[src/rtl/keypad_scanner.sv]
// 4x3 keypad scan controller: rotates one-hot row drive, synchronises the columns,
// classifies each four-row frame, debounces single presses and hands keys out via ready/ack.
`timescale 1ns/1ps
module keypad_scanner #(
  parameter int SCAN_DIV = 4,
  parameter int DEBOUNCE = 3
) (
  input  logic       clk,
  input  logic       rst_n,
  input  logic       col_x,
  input  logic       col_y,
  input  logic       col_z,
  output logic       row_a,
  output logic       row_b,
  output logic       row_c,
  output logic       row_d,
  output logic [3:0] key_value,
  output logic       key_ready,
  input  logic       key_ack,
  output logic       key_overrun
);

  localparam int              DW         = (SCAN_DIV > 2) ? $clog2(SCAN_DIV) : 1;
  localparam logic [DW-1:0]   DWELL_LAST = DW'(SCAN_DIV - 1);
  localparam logic [3:0]      DB_TARGET  = 4'(DEBOUNCE);

  typedef enum logic [1:0] {SCAN, PRESS_DB, HELD, RELEASE_DB} state_t;

  logic [2:0]    col_raw;
  logic [2:0]    col_meta_reg;
  logic [2:0]    col_sync_reg;
  logic [DW-1:0] dwell_reg;
  logic [1:0]    row_idx_reg;
  logic [3:0]    row_drive_reg;
  logic [1:0]    frame_cnt_reg;
  logic [3:0]    frame_code_reg;
  state_t        state_reg, state_next;
  logic [3:0]    match_cnt_reg, match_next;
  logic [3:0]    rel_cnt_reg, rel_next;
  logic [3:0]    cand_reg, cand_next;
  logic [3:0]    key_value_reg, key_value_next;
  logic          key_ready_reg, key_ready_next;
  logic          key_overrun_reg, key_overrun_next;

  assign col_raw = {col_z, col_y, col_x};

  genvar gi;
  generate
    for (gi = 0; gi < 3; gi++) begin : g_sync
      always_ff @(posedge clk or negedge rst_n) begin
        if (!rst_n) begin
          col_meta_reg[gi] <= 1'b0;
          col_sync_reg[gi] <= 1'b0;
        end else begin
          col_meta_reg[gi] <= col_raw[gi];
          col_sync_reg[gi] <= col_meta_reg[gi];
        end
      end
    end
  endgenerate

  logic sample, frame_end;
  assign sample    = (dwell_reg == DWELL_LAST);
  assign frame_end = sample && (row_idx_reg == 2'd3);

  always_ff @(posedge clk or negedge rst_n) begin
    if (!rst_n) begin
      dwell_reg     <= '0;
      row_idx_reg   <= 2'd0;
      row_drive_reg <= 4'b0001;
    end else if (sample) begin
      dwell_reg     <= '0;
      row_idx_reg   <= row_idx_reg + 2'd1;
      row_drive_reg <= {row_drive_reg[2:0], row_drive_reg[3]};
    end else begin
      dwell_reg     <= dwell_reg + DW'(1);
    end
  end

  assign row_a = row_drive_reg[0];
  assign row_b = row_drive_reg[1];
  assign row_c = row_drive_reg[2];
  assign row_d = row_drive_reg[3];

  function automatic logic [3:0] key_code(input logic [1:0] row, input logic [1:0] col);
    logic [3:0] code;
    case ({row, col})
      4'b00_00: code = 4'd7;
      4'b00_01: code = 4'd8;
      4'b00_10: code = 4'd9;
      4'b01_00: code = 4'd4;
      4'b01_01: code = 4'd5;
      4'b01_10: code = 4'd6;
      4'b10_00: code = 4'd1;
      4'b10_01: code = 4'd2;
      4'b10_10: code = 4'd3;
      4'b11_00: code = 4'd0;
      4'b11_01: code = 4'd15;
      4'b11_10: code = 4'd10;
      default:  code = 4'd0;
    endcase
    return code;
  endfunction

  // Frame intersection count saturates at 2: only none / one / many matters.
  logic [1:0] row_hits;
  logic [1:0] col_sel;
  logic [1:0] base_cnt;
  logic [3:0] base_code;
  logic [2:0] hit_sum;
  logic [1:0] acc_cnt;
  logic [3:0] acc_code;

  always_comb begin
    row_hits  = {1'b0, col_sync_reg[0]} + {1'b0, col_sync_reg[1]} + {1'b0, col_sync_reg[2]};
    col_sel   = col_sync_reg[0] ? 2'd0 : (col_sync_reg[1] ? 2'd1 : 2'd2);
    base_cnt  = (row_idx_reg == 2'd0) ? 2'd0 : frame_cnt_reg;
    base_code = (row_idx_reg == 2'd0) ? 4'd0 : frame_code_reg;
    hit_sum   = {1'b0, base_cnt} + {1'b0, row_hits};
    acc_cnt   = (hit_sum >= 3'd2) ? 2'd2 : hit_sum[1:0];
    acc_code  = (row_hits == 2'd1) ? key_code(row_idx_reg, col_sel) : base_code;
  end

  always_ff @(posedge clk or negedge rst_n) begin
    if (!rst_n) begin
      frame_cnt_reg  <= 2'd0;
      frame_code_reg <= 4'd0;
    end else if (sample) begin
      frame_cnt_reg  <= acc_cnt;
      frame_code_reg <= acc_code;
    end
  end

  logic frame_none, frame_single, accept;
  logic [3:0] match_inc, rel_inc;
  assign frame_none   = (acc_cnt == 2'd0);
  assign frame_single = (acc_cnt == 2'd1);
  assign match_inc    = match_cnt_reg + 4'd1;
  assign rel_inc      = rel_cnt_reg + 4'd1;

  always_ff @(posedge clk or negedge rst_n) begin
    if (!rst_n) begin
      state_reg     <= SCAN;
      match_cnt_reg <= 4'd0;
      rel_cnt_reg   <= 4'd0;
      cand_reg      <= 4'd0;
    end else begin
      state_reg     <= state_next;
      match_cnt_reg <= match_next;
      rel_cnt_reg   <= rel_next;
      cand_reg      <= cand_next;
    end
  end

  always_comb begin
    state_next = state_reg;
    match_next = match_cnt_reg;
    rel_next   = rel_cnt_reg;
    cand_next  = cand_reg;
    accept     = 1'b0;
    if (frame_end) begin
      case (state_reg)
        SCAN: if (frame_single) begin
          cand_next  = acc_code;
          match_next = 4'd1;
          if (DB_TARGET == 4'd1) begin
            accept     = 1'b1;
            state_next = HELD;
          end else begin
            state_next = PRESS_DB;
          end
        end
        PRESS_DB: if (frame_single) begin
          if (acc_code == cand_reg) begin
            match_next = match_inc;
            if (match_inc == DB_TARGET) begin
              accept     = 1'b1;
              state_next = HELD;
            end
          end else begin
            cand_next  = acc_code;
            match_next = 4'd1;
          end
        end else begin
          match_next = 4'd0;
          state_next = SCAN;
        end
        HELD: if (frame_none) begin
          rel_next   = 4'd1;
          state_next = (DB_TARGET == 4'd1) ? SCAN : RELEASE_DB;
        end
        RELEASE_DB: if (frame_none) begin
          rel_next = rel_inc;
          if (rel_inc == DB_TARGET) state_next = SCAN;
        end else begin
          rel_next   = 4'd0;
          state_next = HELD;
        end
        default: state_next = SCAN;
      endcase
    end
  end

  // An accept while an unacknowledged key is pending drops the new key.
  always_comb begin
    key_value_next   = key_value_reg;
    key_ready_next   = key_ready_reg;
    key_overrun_next = 1'b0;
    if (accept) begin
      if (!key_ready_reg || key_ack) begin
        key_value_next = acc_code;
        key_ready_next = 1'b1;
      end else begin
        key_overrun_next = 1'b1;
      end
    end else if (key_ready_reg && key_ack) begin
      key_ready_next = 1'b0;
    end
  end

  always_ff @(posedge clk or negedge rst_n) begin
    if (!rst_n) begin
      key_value_reg   <= 4'd0;
      key_ready_reg   <= 1'b0;
      key_overrun_reg <= 1'b0;
    end else begin
      key_value_reg   <= key_value_next;
      key_ready_reg   <= key_ready_next;
      key_overrun_reg <= key_overrun_next;
    end
  end

  assign key_value   = key_value_reg;
  assign key_ready   = key_ready_reg;
  assign key_overrun = key_overrun_reg;

endmodule
[config.mk]
export PLATFORM = sky130hd
export DESIGN_NAME = keypad_scanner
export DESIGN_NICKNAME = d
export VERILOG_FILES = /design/src/rtl/keypad_scanner.sv
export SDC_FILE = /design/constraint.sdc
export NUM_CORES = 1
export LEC_CHECK = 0
export CAP_MARGIN = 20
export CORE_MARGIN = 5
export CORE_UTILIZATION = 25
export DETAILED_ROUTE_END_ITERATION = 7
export GPL_ROUTABILITY_DRIVEN = 1
export GPL_TIMING_DRIVEN = 1
export SYNTH_ARGS = -nofsm -noshare
export SYNTH_HDL_FRONTEND = slang
export SYNTH_SLANG_ARGS = --single-unit
[constraint.sdc]
create_clock -name clk -period 4.6 [get_ports clk]
set_input_delay 0.46 -clock clk [delete_from_list [all_inputs] [get_ports clk]]
set_output_delay 0.46 -clock clk [all_outputs]
set_load 0.01 [all_outputs]
==> metrics.md, run 1 <==
| Metric | Value |
|---|---|
| Status | `finished clean` |
| Die ar. | `10230 sq um` |
| Skew final | `4.010 ps` |
| Synth Instances | `192` |
| FMAX | `0.2822 GHz` |
| CP required | `4780 ps` |
| DP Wirelength | `2.745 mm` |
| Avg Inst Size Synth | `10.82 sq um` |
| Postcts setup bufs | `0` |
| Period utilization | `77.03%` |
| Synth top area cells | `dfrtp_1, mux2_2, ha_1, o21ai_0, xor2_1` |
| First-pass GRT wire length | `6.644 mm` |
| # H-tree levels | `2` |
| Largest net degree at the start of global routing | `41` |
| Fillcell total | `864` |
| Routed Antenna Nets | `0` |
| CTS tree | `yes` |
| Post-route cell area | `2452 sq um` |
| Yosys Warn Count | `0` |
| Slew Limit Fails | `0` |
| Mux contribution to synthesized area | `7.771%` |
| Slowest stage cell, crit path | `fa_1` |
| Dpl ws | `1053 ps` |
| Nets@finish | `226` |
| Die Y | `101.2 microns` |
| Initial Util | `25.41%` |
| Final hold violations | `0` |
| GRT overflow | `0` |
| Unrepaired setup endpoints after global routing | `no` |
| Ports | `16` |
| DRC Markers | `0` |
| Compound-Gate Fraction of Synth Area | `13.25%` |
| Post-synth top area share | `46.99%` |
| CTS Buf Count | `5` |
| Adder-Cell Fraction of Synth Area | `6.747%` |
| Clock Latency Late Sink | `290 ps` |
| CTS root buffer | `clkbuf_8` |
| Initial antenna violation count | `0` |
| Synth Net Count | `208` |
| P&R area growth vs syn | `18.07%` |
| Setup_tns | `0 ps` |
| Crit Path Class | `reg -> reg` |
| Mapped Area | `2077 sq um` |
| Critical path arrival | `3720 ps` |
| Number of instances resized during post-cts repair | `0` |
| Synth Area in Simple Gates | `16.20%` |
| Core area | `8175 sq um` |
| Row count | `33` |
| Max-cap check violation count | `0` |
| Area leader, netlist | `dfrtp_1` |
| Slew margin rel. | `42.93%` |
| CP max stage delay | `550 ps` |
| GP Congestion | `0.8243` |
| Most frequent CP cell | `fa_1` |
| Post-Route WL | `3.668 mm` |
| R2R Setup Slk | `1060 ps` |
| Seq cells post-synth | `40` |
| Vias | `1435` |
| Reg-to-Reg Start | `col_sync_reg[0]$_DFF_PN0_` |
| Initial DRC count | `65` |
| Layout cell share with drive strength beyond 1 | `13.74%` |
| Via/cell ratio | `4.541` |
| Worst min-delay path class | `in -> async` |
| Die X | `101.2 microns` |
| Placed Area | `2326 sq um` |
| Routed length per placed instance | `11.61 microns` |
| Peak VDD IR | `0.1921 mV` |
| Critical path capture point type | `flip-flop` |
| GRT Total Usage | `8.147%` |
| Worst path cell trace | `fa_1, ha_1, fa_1, nor3_1, nand3_1, nand4b_2, or3b_1, mux2_4` |
| Xor and xnor area share after synthesis | `4.639%` |
| Count of different cell masters after synthesis | `43` |
| Startpoint types | `flip-flop` |
| Primary FF master, synth | `dfrtp_1` |
| # clock sinks | `40` |
| Worst r2r dst | `key_value[1]$_DFFE_PN0P_` |
| Worst setup margin | `1057 ps` |
| ANT cells | `0` |
| Post-layout minimum cycle time | `3543 ps` |
| CP max FO | `7` |
| Slew at the pin with the worst max-slew slack | `856.1 ps` |
| IO buf count | `15` |
| Hold-fix buffers, CTS | `0` |
| Sequential area share after synthesis | `48.25%` |
| Post-synth EDFFs | `0` |
| Power Density | `355.9 nW/um^2` |
| R2R cell count | `8` |
| Static leakage | `0.001074 uW` |
| Share of synthesized registers carrying an async set or reset | `100.0%` |
| Clk buf depth | `2` |
| Number of global-route vias before repair | `1434` |
| Final setup viols | `0` |
| Pre-antenna DRT Iters | `4` |
| Largest family of logic cells by synthesized area | `simple AND/OR/NAND/NOR gates` |
| Clock-pin slew on the worst setup and hold paths | `80 ps` |
==> logic make-up (layout without fill, tap and decap cells) <==
| group | Yosys count | in the layout |
|---|---|---|
| mux | 14 | 14 |
| xor+xnor | 11 | 11 |
| flops | 40 | 40 |
| buf+inv | 13 | 32 |
| fa+ha+maj | 10 | 10 |
| simple gates | 62 | 62 |
| compound gates | 42 | 42 |
==> power by group <==
| group | internal [uW] | leakage (uW) | total (uW) | switching, uW |
|---|---|---|---|---|
| registers | 386 | 0.000516 | 426 | 40.6 |
| logic | 67.5 | 0.000494 | 132 | 64.6 |
| clock network | 191 | 0.0000645 | 314 | 123 |
==> synthesized netlist by cell type (all sizes together), types with 3 or more instances <==
| cell type | instances |
|---|---|
| ha | 8 |
| a21oi | 11 |
| a31oi | 4 |
| nand3 | 5 |
| inv | 8 |
| xnor2 | 4 |
| mux2i | 3 |
| nand2 | 14 |
| buf | 4 |
| nor2b | 5 |
| mux2 | 11 |
| o21ai | 14 |
| xor2 | 7 |
| o31ai | 4 |
| nand2b | 7 |
| nand3b | 3 |
| dfrtp | 39 |
| nor2 | 14 |
| nor3 | 5 |
==> worst max-delay path, delay by kind of cell (launching register included) <==
kind | cells | cell delay [ps]
DFF | 1 | 460
muxes | 1 | 330
and+or+nand+nor | 4 | 1390
adders and majority gates | 3 | 1260
==> layout by cell type, fill, tap and decap left out, drive strengths merged, types with 5 or more instances in the layout <==
master         netlist  final
dfrtp               39     39
nor2                14     14
nand2               14     14
clkdlybuf4s50        0     14
o21ai               14     14
a21oi               11     11
mux2                11     11
ha                   8      8
inv                  8      8
nand2b               7      7
xor2                 7      7
clkbuf               1      7
nor3                 5      5
nand3                5      5
nor2b                5      5
==> worst max path at each step <==
stage / start / endpoint / slack [ps]
6_report: col_sync_reg[0]$_DFF_PN0_ / key_value[1]$_DFFE_PN0P_ / 1060
5_1_grt: row_idx_reg[0]$_DFFE_PN0P_ / key_value[0]$_DFFE_PN0P_ / 830
4_1_cts: col_sync_reg[0]$_DFF_PN0_ / key_value[1]$_DFFE_PN0P_ / 1060
3_5_place_dp: col_sync_reg[0]$_DFF_PN0_ / key_value[1]$_DFFE_PN0P_ / 1050
3_3_place_gp: col_sync_reg[0]$_DFF_PN0_ / key_value[0]$_DFFE_PN0P_ / 1120
2_1_floorplan: col_sync_reg[0]$_DFF_PN0_ / key_value[0]$_DFFE_PN0P_ / 1310
==> cell type report <==
class | count | area (sq um) | share of cell area (%)
clock inverters | 1 | 30.03 | 1.224
multi-input cells | 139 | 1010 | 41.17
flip-flops and latches | 40 | 1002 | 40.87
well taps | 105 | 131.4 | 5.357
repair buffers | 16 | 152.6 | 6.224
clock buffers | 7 | 96.34 | 3.929
inverters | 8 | 30.03 | 1.224
==> through the flow <==
stage	total power [uW]	hold slack [ps]	utilization [%]	std cells
after floorplan	529.7	164.4	-	192
after global placement	565.0	333.3	28.45	308
after detailed placement	567.2	335.8	28.45	308
after CTS	888.2	308.8	30.00	316
after global routing	927.3	365.7	30.00	316
final	872.8	271.3	30.00	316
==> layer usage <==
layer / GRT usage [%] / vias up / wire, microns
li1: - / 720 / -
met1: 10.33 / 680 / 1742
met2: 12.93 / 28 / 1718
met3: 1.791 / 7 / 121
met4: 4.397 / 0 / 85
met5: 0 / - / 0
No activity file was read; power rests on OpenSTA's default activity.
==> run 2: changes to the inputs <==
==> constraint.sdc (replaced) <==
create_clock -name clk -period 3.4 [get_ports clk]
set_input_delay 0.34 -clock clk [delete_from_list [all_inputs] [get_ports clk]]
set_output_delay 0.34 -clock clk [all_outputs]
set_load 0.01 [all_outputs]
==> metrics.md, run 2 (same netlist as run 1, synthesis figures left out) <==
| Metric | Value |
|---|---|
| Routed Antenna Nets | `0` |
| Fillcell total | `843` |
| GRT overflow | `0` |
| Initial DRC count | `80` |
| Hold-fix buffers, CTS | `0` |
| Reg-to-Reg Start | `col_sync_reg[1]$_DFF_PN0_` |
| GRT Total Usage | `8.658%` |
| Leading cell types in the layout, fill and taps excluded | `dfrtp_1, nor2_1, nand2_1, clkdlybuf4s50_1, o21ai_0` |
| Post-layout minimum cycle time | `3212 ps` |
| P&R area growth vs syn | `19.76%` |
| Die X | `101.2 microns` |
| CTS Buf Count | `5` |
| Register area | `1002 sq um` |
| Worst setup margin | `187.5 ps` |
| Static leakage | `0.001094 uW` |
| Die ar. | `10230 sq um` |
| Clock Latency Late Sink | `290 ps` |
| Core area | `8175 sq um` |
| Pre-antenna DRT Iters | `4` |
| CP endpoint | `key_value[1]$_DFFE_PN0P_` |
| Dpl ws | `175.9 ps` |
| Status | `finished clean` |
| Crit Path Class | `reg -> reg` |
| Area of the multi-input gates | `1015 sq um` |
| Vias | `1439` |
| Clock-pin slew on the worst setup and hold paths | `80 ps` |
| Die Y | `101.2 microns` |
| # H-tree levels | `2` |
| Worst r2r dst | `key_value[1]$_DFFE_PN0P_` |
| Slew Limit Fails | `0` |
| Setup_tns | `0 ps` |
| Critical path capture point type | `flip-flop` |
| Via/cell ratio | `4.469` |
| Critical path startpoint | `col_sync_reg[1]$_DFF_PN0_` |
| Critical path arrival | `3390 ps` |
| FMAX | `0.3113 GHz` |
| Final hold violations | `0` |
| R2R cell count | `8` |
| # clock sinks | `40` |
| Period utilization | `94.49%` |
| Peak VDD IR | `0.2241 mV` |
| ANT cells | `0` |
| Unrepaired setup endpoints after global routing | `no` |
| Postcts setup bufs | `0` |
| Final setup viols | `0` |
| Placed Area | `2371 sq um` |
| Routed length per placed instance | `12.32 microns` |
| Startpoint types | `flip-flop` |
| Initial antenna violation count | `0` |
| IO buf count | `15` |
| Number of global-route vias before repair | `1525` |
| CTS tree | `yes` |
| DRC Markers | `0` |
| Initial Util | `25.41%` |
| Slew margin rel. | `42.39%` |
| Skew final | `5.854 ps` |
| CP max FO | `4` |
| Ports | `16` |
| DP Wirelength | `2.982 mm` |
| Max-cap check violation count | `0` |
| CTS root buffer | `clkbuf_8` |
| Most common cell after layout, fill and taps aside | `dfrtp_1` |
| Slew at the pin with the worst max-slew slack | `864.1 ps` |
| GP Congestion | `0.7893` |
| Clk buf depth | `2` |
| Layout cell share with drive strength beyond 1 | `16.59%` |
| First-pass GRT wire length | `7.120 mm` |
| Power Density | `465.8 nW/um^2` |
| Largest net degree at the start of global routing | `41` |
| Worst min-delay path class | `in -> async` |
| R2R Setup Slk | `190 ps` |
| Nets@finish | `232` |
| CP required | `3580 ps` |
| Row count | `33` |
| Post-route cell area | `2487 sq um` |
| Post-Route WL | `3.966 mm` |
-- run 2: final cells by class --
| class | instances | area share [%] |
|---|---|---|
| repair buffers | 22 | 7.948 |
| clock inverters | 3 | 1.710 |
| flip-flops and latches | 40 | 40.29 |
| clock buffers | 5 | 2.767 |
| multi-input cells | 139 | 40.79 |
| inverters | 8 | 1.207 |
| well taps | 105 | 5.282 |
-- run 2: power by group --
part	internal [uW]	total (uW)	switching, uW	leakage [uW]
combinational	98.0	194	95.8	0.000525
sequential	522	576	54.3	0.000516
clock	217	389	171	0.0000541
total	837	1160	322	0.00109
-- run 2: worst max-delay path: stages, from the launching register on --
cell and delay (ps):
dfrtp_1 450, fa_1 530, ha_1 230, fa_1 480
nor3_2 230, nand3_1 120, nand4b_2 220, or3b_1 500
mux2_4 330
-- run 2: how the worst min path moves through the flow --
stage / from / slack (ps) / cells after the start / end
floorplan: rst_n / 40 / 0 / cand_reg[0]$_DFFE_PN0P_
global placement: col_meta_reg[0]$_DFF_PN0_ / 330 / 0 / col_sync_reg[0]$_DFF_PN0_
detailed placement: col_meta_reg[0]$_DFF_PN0_ / 340 / 0 / col_sync_reg[0]$_DFF_PN0_
CTS: rst_n / 200 / 1 / row_idx_reg[1]$_DFFE_PN0P_
global route: rst_n / 250 / 1 / col_meta_reg[1]$_DFF_PN0_
finish: rst_n / 150 / 1 / row_idx_reg[1]$_DFFE_PN0P_
-- run 2: stage by stage --
step | utilization, % | hold WS (ps) | total power, uW | cells
after CTS | 30.36 | 196.2 | 1174 | 322
final | 30.43 | 151.3 | 1159 | 322
after global placement | 29.00 | 333.2 | 775.8 | 314
after detailed placement | 29.00 | 341.8 | 778.6 | 314
after floorplan | - | 44.41 | 716.6 | 192
after global routing | 30.43 | 249.4 | 1224 | 322
-- run 2: timing repair --
item | 4_1_cts | 5_1_grt
setup endpoints to repair | 0 | 2
resized for setup | 0 | 1
endpoints found under the hold margin | 0 | 0
-- run 2: layer usage --
layer | global-route usage [%] | share of wire (%) | routed length [microns] | up-vias
li1 | - | - | - | 721
met1 | 10.22 | 46 | 1825 | 692
met2 | 15.14 | 50 | 1975 | 20
met3 | 1.860 | 2.4 | 95 | 6
met4 | 3.681 | 1.8 | 70 | 0
met5 | 0 | 0 | 0 | -
